$ cat src/rtl/ysyx_23060229_exu.sv
// ysyx_23060229_exu: execute stage of the single-issue RV32 core.
// Takes decoded operands over a valid/ready handshake and computes the ALU or
// branch result. The result lands in a one-entry output register that has its
// own valid/ready handshake.
// Optional feature: define YSYX_23060229_EXU_MUL_EN to add op 16 (MUL). MUL is
// a shift-add multiplier that runs for MUL_CYCLES iterations. Without the macro,
// op 16 is illegal and busy is tied low.
module ysyx_23060229_exu #(
    parameter int XLEN       = 32,
    parameter int MUL_CYCLES = 32
) (
    input  logic            clk,
    input  logic            rst_n,
    input  logic            in_valid,
    output logic            in_ready,
    input  logic [4:0]      in_op,
    input  logic [XLEN-1:0] in_src1,
    input  logic [XLEN-1:0] in_src2,
    input  logic [XLEN-1:0] in_pc,
    input  logic [XLEN-1:0] in_imm,
    input  logic [4:0]      in_rd,
    output logic            out_valid,
    input  logic            out_ready,
    output logic [XLEN-1:0] out_result,
    output logic [4:0]      out_rd,
    output logic            out_br_taken,
    output logic [XLEN-1:0] out_br_target,
    output logic            out_illegal,
    output logic            busy
);

    localparam logic [4:0] OP_ADD  = 5'd0;
    localparam logic [4:0] OP_SUB  = 5'd1;
    localparam logic [4:0] OP_AND  = 5'd2;
    localparam logic [4:0] OP_OR   = 5'd3;
    localparam logic [4:0] OP_XOR  = 5'd4;
    localparam logic [4:0] OP_SLL  = 5'd5;
    localparam logic [4:0] OP_SRL  = 5'd6;
    localparam logic [4:0] OP_SRA  = 5'd7;
    localparam logic [4:0] OP_SLT  = 5'd8;
    localparam logic [4:0] OP_SLTU = 5'd9;
    localparam logic [4:0] OP_BEQ  = 5'd10;
    localparam logic [4:0] OP_BNE  = 5'd11;
    localparam logic [4:0] OP_BLT  = 5'd12;
    localparam logic [4:0] OP_BGE  = 5'd13;
    localparam logic [4:0] OP_BLTU = 5'd14;
    localparam logic [4:0] OP_BGEU = 5'd15;
`ifdef YSYX_23060229_EXU_MUL_EN
    localparam logic [4:0] OP_MUL  = 5'd16;
`endif

    // The datapath is written for a 32-bit core only.
    if (XLEN != 32 || MUL_CYCLES < 1) begin : g_param_check
        $error("ysyx_23060229_exu: XLEN must be 32 and MUL_CYCLES at least 1");
    end

    logic [XLEN:0]   diff_wide;
    logic [XLEN-1:0] diff;
    logic            ovf;
    logic            lt_s;
    logic            lt_u;
    logic            eq;
    logic [XLEN-1:0] alu_res;
    logic [XLEN-1:0] br_target;
    logic            br_taken;
    logic            is_branch;
    logic            is_illegal;
    logic            is_mul;
    logic            accept;
    logic            mul_write;
    logic [XLEN-1:0] mul_result;
    logic [4:0]      mul_rd;

    // One shared subtractor drives SUB, SLT/SLTU and all the branch compares.
    // The signed compare uses the overflow-corrected sign of the difference.
    // The unsigned compare is the borrow out of the widened subtract.
    assign diff_wide = {1'b0, in_src1} - {1'b0, in_src2};
    assign diff      = diff_wide[XLEN-1:0];
    assign ovf       = (in_src1[XLEN-1] != in_src2[XLEN-1]) && (diff[XLEN-1] != in_src1[XLEN-1]);
    assign lt_s      = diff[XLEN-1] ^ ovf;
    assign lt_u      = diff_wide[XLEN];
    assign eq        = (in_src1 == in_src2);
    assign br_target = is_branch ? (in_pc + in_imm) : '0;

    assign in_ready = !busy && (!out_valid || out_ready);
    assign accept   = in_valid && in_ready;

    // Decode the op into a single-cycle result, branch outcome and illegal flag.
    always_comb begin
        alu_res    = '0;
        br_taken   = 1'b0;
        is_branch  = 1'b0;
        is_illegal = 1'b0;
        is_mul     = 1'b0;
        case (in_op)
            OP_ADD:  alu_res = in_src1 + in_src2;
            OP_SUB:  alu_res = diff;
            OP_AND:  alu_res = in_src1 & in_src2;
            OP_OR:   alu_res = in_src1 | in_src2;
            OP_XOR:  alu_res = in_src1 ^ in_src2;
            OP_SLL:  alu_res = in_src1 << in_src2[4:0];
            OP_SRL:  alu_res = in_src1 >> in_src2[4:0];
            OP_SRA:  alu_res = $signed(in_src1) >>> in_src2[4:0];
            OP_SLT:  alu_res = {{(XLEN-1){1'b0}}, lt_s};
            OP_SLTU: alu_res = {{(XLEN-1){1'b0}}, lt_u};
            OP_BEQ:  begin is_branch = 1'b1; br_taken = eq;    end
            OP_BNE:  begin is_branch = 1'b1; br_taken = !eq;   end
            OP_BLT:  begin is_branch = 1'b1; br_taken = lt_s;  end
            OP_BGE:  begin is_branch = 1'b1; br_taken = !lt_s; end
            OP_BLTU: begin is_branch = 1'b1; br_taken = lt_u;  end
            OP_BGEU: begin is_branch = 1'b1; br_taken = !lt_u; end
`ifdef YSYX_23060229_EXU_MUL_EN
            OP_MUL:  is_mul = 1'b1;
`endif
            default: is_illegal = 1'b1;
        endcase
    end

`ifdef YSYX_23060229_EXU_MUL_EN
    typedef enum logic [1:0] {ST_IDLE, ST_MUL, ST_DONE} mul_state_t;

    localparam int               CNT_W    = $clog2(MUL_CYCLES) + 1;
    localparam logic [CNT_W-1:0] CNT_LAST = CNT_W'(MUL_CYCLES - 1);

    mul_state_t       state;
    logic [XLEN-1:0]  mul_acc;
    logic [XLEN-1:0]  mul_mcand;
    logic [XLEN-1:0]  mul_mplr;
    logic [CNT_W-1:0] mul_cnt;
    logic [4:0]       mul_rd_q;

    // A finished product may enter the output register only when that register
    // is empty or is being drained on the same edge.
    assign mul_write  = (state == ST_DONE) && (!out_valid || out_ready);
    assign mul_result = mul_acc;
    assign mul_rd     = mul_rd_q;

    // Shift-add sequencer: consume one multiplier bit per cycle, then wait in DONE for the output register.
    always_ff @(posedge clk or negedge rst_n) begin
        if (!rst_n) begin
            state     <= ST_IDLE;
            busy      <= 1'b0;
            mul_acc   <= '0;
            mul_mcand <= '0;
            mul_mplr  <= '0;
            mul_cnt   <= '0;
            mul_rd_q  <= '0;
        end else begin
            case (state)
                ST_IDLE: begin
                    if (accept && is_mul) begin
                        mul_acc   <= '0;
                        mul_mcand <= in_src1;
                        mul_mplr  <= in_src2;
                        mul_cnt   <= '0;
                        mul_rd_q  <= in_rd;
                        busy      <= 1'b1;
                        state     <= ST_MUL;
                    end
                end
                ST_MUL: begin
                    if (mul_mplr[0]) begin
                        mul_acc <= mul_acc + mul_mcand;
                    end
                    mul_mcand <= mul_mcand << 1;
                    mul_mplr  <= mul_mplr >> 1;
                    mul_cnt   <= mul_cnt + CNT_W'(1);
                    if (mul_cnt == CNT_LAST) begin
                        state <= ST_DONE;
                    end
                end
                ST_DONE: begin
                    if (mul_write) begin
                        busy  <= 1'b0;
                        state <= ST_IDLE;
                    end
                end
                default: state <= ST_IDLE;
            endcase
        end
    end
`else
    assign busy       = 1'b0;
    assign mul_write  = 1'b0;
    assign mul_result = '0;
    assign mul_rd     = '0;
`endif

    // Output register: load on accept or MUL completion, hold while stalled, clear valid once drained.
    always_ff @(posedge clk or negedge rst_n) begin
        if (!rst_n) begin
            out_valid     <= 1'b0;
            out_result    <= '0;
            out_rd        <= '0;
            out_br_taken  <= 1'b0;
            out_br_target <= '0;
            out_illegal   <= 1'b0;
        end else if (accept && !is_mul) begin
            out_valid     <= 1'b1;
            out_result    <= alu_res;
            out_rd        <= in_rd;
            out_br_taken  <= br_taken;
            out_br_target <= br_target;
            out_illegal   <= is_illegal;
        end else if (mul_write) begin
            out_valid     <= 1'b1;
            out_result    <= mul_result;
            out_rd        <= mul_rd;
            out_br_taken  <= 1'b0;
            out_br_target <= '0;
            out_illegal   <= 1'b0;
        end else if (out_ready) begin
            out_valid <= 1'b0;
        end
    end

endmodule

$ cat config.mk
export PLATFORM = sky130hd
export DESIGN_NAME = ysyx_23060229_exu
export DESIGN_NICKNAME = d
export VERILOG_FILES = /design/src/rtl/ysyx_23060229_exu.sv
export SDC_FILE = /design/constraint.sdc
export NUM_CORES = 1
export LEC_CHECK = 0
export ABC_AREA = 1
export CAP_MARGIN = 40
export CORE_MARGIN = 2
export CORE_UTILIZATION = 60
export DETAILED_ROUTE_END_ITERATION = 8
export PLACE_DENSITY = 0.87
export RECOVER_POWER = 25
export SLEW_MARGIN = 20
export SYNTH_ARGS = -nofsm -noshare
export SYNTH_HDL_FRONTEND = slang
export SYNTH_SLANG_ARGS = --single-unit
$ cat constraint.sdc
create_clock -name clk -period 3.07 [get_ports clk]
set_input_delay 0.7675 -clock clk [delete_from_list [all_inputs] [get_ports clk]]
set_output_delay 0.7675 -clock clk [all_outputs]
set_load 0.05 [all_outputs]
==> results_dict.tcl, run 1 <==
set metrics [dict create \
    htreeDepth 3 \
    synthesis.area_um2 14700 \
    gp_congestion 1.18 \
    start_util_pct 60.8 \
    yosysUniqueCellTypes 56 \
    ys.flop_type "dfrtp_1" \
    cts-root-buf "clkbuf_16" \
    die_x_um 160 \
    place_worst_setup_slack_ns -0.951 \
    cts_buffers 9 \
    synth.ff_latch_count 72 \
    synth_nets 2999 \
    status "stopped before the end" \
    cts_sinks 72 \
    portBuffers 214 \
    postSynthCellCount 2725 \
    hpwlAfterDp_um 57200 \
    grt_usage_pct 76.7 \
    syn_area_per_cell_um2 5.39 \
    rows 57 \
    yosysWarnings 0 \
    grt_pass1_vias 26300 \
    grt_first_pass_wirelength_um 150000 \
    stop_stage "global routing" \
    io_pins 216 \
    grt_max_degree 71 \
    grt_overflow 13 \
    tool.error "[ERROR GRT-0116] Global routing finished with congestion. Check the congestion regions in the DRC Viewer." \
    synth_edf_count 0 \
    die_h_um 160 \
    ys_seq_area_share_pct 12.3 \
    synth-async-reset-ratio_pct 100 \
    ctsLongestPathBuffers 2 \
]
[what timing repair did]
action                                  in CTS
setup buffers                               40
pin swaps                                   40
hold buffers                                 0
cloned                                       0
gates resized for setup                    210
endpoints found under the setup margin      15
[per-layer routing]
layer  global-route usage, %  GRT overflow
met2                    89.8             4
met4                    71.5             8
met3                    66.0             0
met1                    77.9             1
met5                    40.7             0
[stage by stage]
stage	area [um^2]	util, %	instances	TNS [ns]	hold slack [ns]
after detailed placement	20000	82.9	3583	-13.91	0.464
after floorplan	14900	-	2725	-0.275	0.472
after global placement	20000	82.8	3582	-10.29	0.461
after CTS	21000	86.7	3638	-0.0637	0.391
[cell usage after synthesis, types with 2 or more instances]
master	instances	area, um^2
nand2_1	965	3620
nand3_1	422	2110
inv_1	318	1190
nor2_1	224	841
ha_1	128	1600
a21oi_1	120	601
o21ai_0	110	551
dfrtp_1	72	1800
buf_2	56	280
nand4_1	35	219
nor3_1	34	170
clkbuf_1	30	113
o211ai_1	27	203
o21ai_1	19	95.1
o21bai_1	19	143
inv_2	14	52.6
o21a_1	13	97.6
and2_1	12	75.1
o22ai_1	10	62.6
buf_1	9	33.8
buf_4	9	67.6
a21o_1	8	60.1
nor2_4	6	67.6
buf_6	5	56.3
fa_1	4	80.1
nand3b_1	4	30.0
nor2_2	4	25.0
nor4_1	4	25.0
xor2_1	4	35.0
a22o_1	3	26.3
or2_2	3	18.8
xnor2_1	3	26.3
and3_1	2	12.5
nand2_2	2	12.5
nand2_4	2	22.5
nor2_8	2	40.0
nor3_2	2	20.0
o221ai_1	2	17.5
or2_1	2	12.5
[cell families after synthesis]
group | Yosys count | share of synthesized area (%)
xor+xnor | 7 | 0.417
compound gates | 340 | 13.2
mux | 1 | 0.0681
buf+inv | 444 | 12.4
simple gates | 1728 | 50.2
other cells | 1 | 0.0255
fa+ha+maj | 132 | 11.4
flops | 72 | 12.3
==> inputs of run 2 (changes only) <==
- CORE_UTILIZATION: 60 -> 40
- PLACE_DENSITY: 0.87 -> not set
- PLACE_DENSITY_LB_ADDON: not set -> 0.15
==> run 2 against run 1 <==
The run now ends clean. Synthesized area is the same. Synthesized cell count is the same.
==> results_dict.tcl, run 2 <==
set metrics [dict create \
    synthesis.area_um2 14700 \
    start_kind "input port" \
    max_freq_mhz 326 \
    final_cells 3883 \
    rsz0062_at_grt "true" \
    vias_per_cell 5.55 \
    finalSetupViolations 0 \
    htreeDepth 3 \
    wl_per_cell_um 20.4 \
    ctsLongestPathBuffers 2 \
    cpPeakStageDelay_ns 0.47 \
    synthTopCellsByCount "nand2_1, nand3_1, inv_1" \
    path_delay_family "simple AND/OR/NAND/NOR gates" \
    hold_violations 0 \
    finalWirelength_um 79100 \
    grt_max_degree 75 \
    cp_cell_sequence "clkdlybuf4s15_2, inv_2, ha_4, nor2_4, inv_2, nor3_4, and2_4, nand2_4, nand2_4, a21oi_2, o21bai_1, fa_2, nand2_2, o2111ai_2, nor2_1, nand2_1, nor2_1, nand2_1, nand2_1, nand2_1" \
    r2r_cells 7 \
    postRouteAntennaNets 0 \
    grt_overflow 0 \
    synth_top_cell_by_area "nand2_1" \
    synth_nets 2999 \
    clk_pin_slew_ns 0.06 \
    fin_ws_ns 0.00618 \
    synth_edf_count 0 \
    rows 70 \
    drv_cap 0 \
    cts_buffers 9 \
    cts-root-buf "clkbuf_16" \
    synth_top_area_share_pct 24.7 \
    r2r_end "out_result[3]" \
    die_x_um 196 \
    final_cell_mix "nand2_1, buf_4, nand3_1" \
    drtPass1Iterations 8 \
    coreArea_um2 36300 \
    clock_latency_ns 0.35 \
    grt_first_pass_wirelength_um 117000 \
    dieArea_um2 38300 \
    hold_start "out_result[2]" \
    portBuffers 214 \
    drt_iter0_drc 2538 \
    drc_errors 0 \
    io_pins 216 \
    reg_top3 "out_br_target x32, out_result x32, out_rd x5" \
    fin_nets 3682 \
    post-route-util_pct 60.8 \
    ys.flop_type "dfrtp_1" \
    worstPathRequired_ns 3.31 \
    hold_path_depth 2 \
    gp_congestion 1.02 \
    grt_pass1_vias 20300 \
    period_share_pct 99.8 \
    syn_area_per_cell_um2 5.39 \
    synth.ff_latch_count 72 \
    worstHoldPathType "reg -> reg" \
    crit_buf_inv 3 \
    yosys-top-cells-area "nand2_1, nand3_1, dfrtp_1" \
    worst_pin_slew_ns 1.35 \
    mostFrequentLayoutCell "nand2_1" \
    layout_min_cycle_time_ns 3.06 \
    multi_input_area_um2 11800 \
    status "finished, final reports clean" \
    ir_worst_vdd_uv 281 \
    finalClockSkew_ns 0.00975 \
    r2r_slack_ns 1.35 \
    power_density_nw_per_um2 278 \
    slew_violations 0 \
    finalPower_uw 6130 \
    synth-async-reset-ratio_pct 100 \
    drive_gt1_share_pct 24.8 \
    crit_type "in -> reg" \
    seq_area_um2 1800 \
    ys_seq_area_share_pct 12.3 \
    antenna_found_initial 3 \
    die_h_um 196 \
    grt_usage_pct 40.0 \
    cpMaxStageDelayCell "fa_2" \
    yosysWarnings 0 \
    start_util_pct 40.4 \
    hold_end "out_result[2]" \
    syn_to_final_growth_pct 50.3 \
    relSlewSlack_pct 10.3 \
    cts_sinks 72 \
    postSynthCellCount 2725 \
    yosysUniqueCellTypes 56 \
    vias 21600 \
    place_worst_setup_slack_ns -0.959 \
    critical_path_peak_fanout 2 \
    arrival_ns 3.30 \
    regToRegStartpoint "out_valid" \
    fillers 3678 \
    placed_cells 3796 \
    cp-end-kind "flop" \
    worst_path_most_repeated_cell "nand2_1" \
    synth.most_common_cell "nand2_1" \
    power.leakage_uw 0.0119 \
    cts_tree "built" \
    hpwlAfterDp_um 64800 \
]
-- run 2: cell families after synthesis --
kind of cell	Yosys count	synth area share (%)
xor+xnor	7	0.417
simple gates	1728	50.2
mux	1	0.0681
flops	72	12.3
buf+inv	444	12.4
fa+ha+maj	132	11.4
other cells	1	0.0255
compound gates	340	13.2
-- run 2: metrics by stage --
step	setup TNS (ns)	hold WS, ns	instance area [um^2]
finish	0	0.482	22100
global route	-2.00	0.506	22100
CTS	-0.0391	0.331	21900
detailed placement	-14.97	0.467	20800
global placement	-13.33	0.462	20800
floorplan	-0.275	0.472	14900
-- run 2: worst max path at each step --
stage	startpoint	to	slack, ns	cells past startpoint
after floorplan	in_src2[2]	out_result[31]	-0.17	25
after global placement	in_src1[11]	out_result[31]	-0.90	23
after detailed placement	in_src1[12]	out_result[31]	-0.96	23
after CTS	in_src1[5]	out_result[31]	-0.04	21
after global routing	in_src2[25]	out_result[31]	-0.11	22
final	in_src2[27]	out_result[31]	0.006	20
-- run 2: worst register-to-register path: cells and delay by family, from the launching register on --
family                 cells  cell delay (ns)
AOI/OAI and AO/OA          1             0.26
buffers and inverters      3             0.69
DFF                        1             0.39
and+or+nand+nor            3             0.31
-- run 2: repair_timing --
action,CTS,global route
hold buffers,0,0
endpoints found under the setup margin,19,19
pin swaps,39,51
buffers inserted,50,19
hold endpoints to repair,0,0
gates resized for setup,239,153
-- run 2: where the power goes --
| group | internal (uW) | total (uW) | switching [uW] |
|---|---|---|---|
| sequential | 1040 | 1100 | 58.5 |
| combinational | 1570 | 3950 | 2380 |
| clock | 634 | 1080 | 442 |
-- run 2: cell type report --
cell class | count | area share, %
multi-input cells | 2209 | 53.4
repair buffers | 782 | 28.6
flip-flops and latches | 72 | 8.16
inverters | 334 | 5.78
well taps | 468 | 2.65
clock buffers | 10 | 1.04
clock inverters | 6 | 0.312
diodes | 2 | 0.0227
-- run 2: metal layers --
layer	vias to the layer above	routed length, um	global-route usage (%)
met3	158	8830	7.39
met4	2	3230	13.6
met1	10000	33800	56.7
met5	-	13	0
li1	10200	-	-
met2	1210	33200	60.8
No activity file was read; power rests on OpenSTA's default activity.
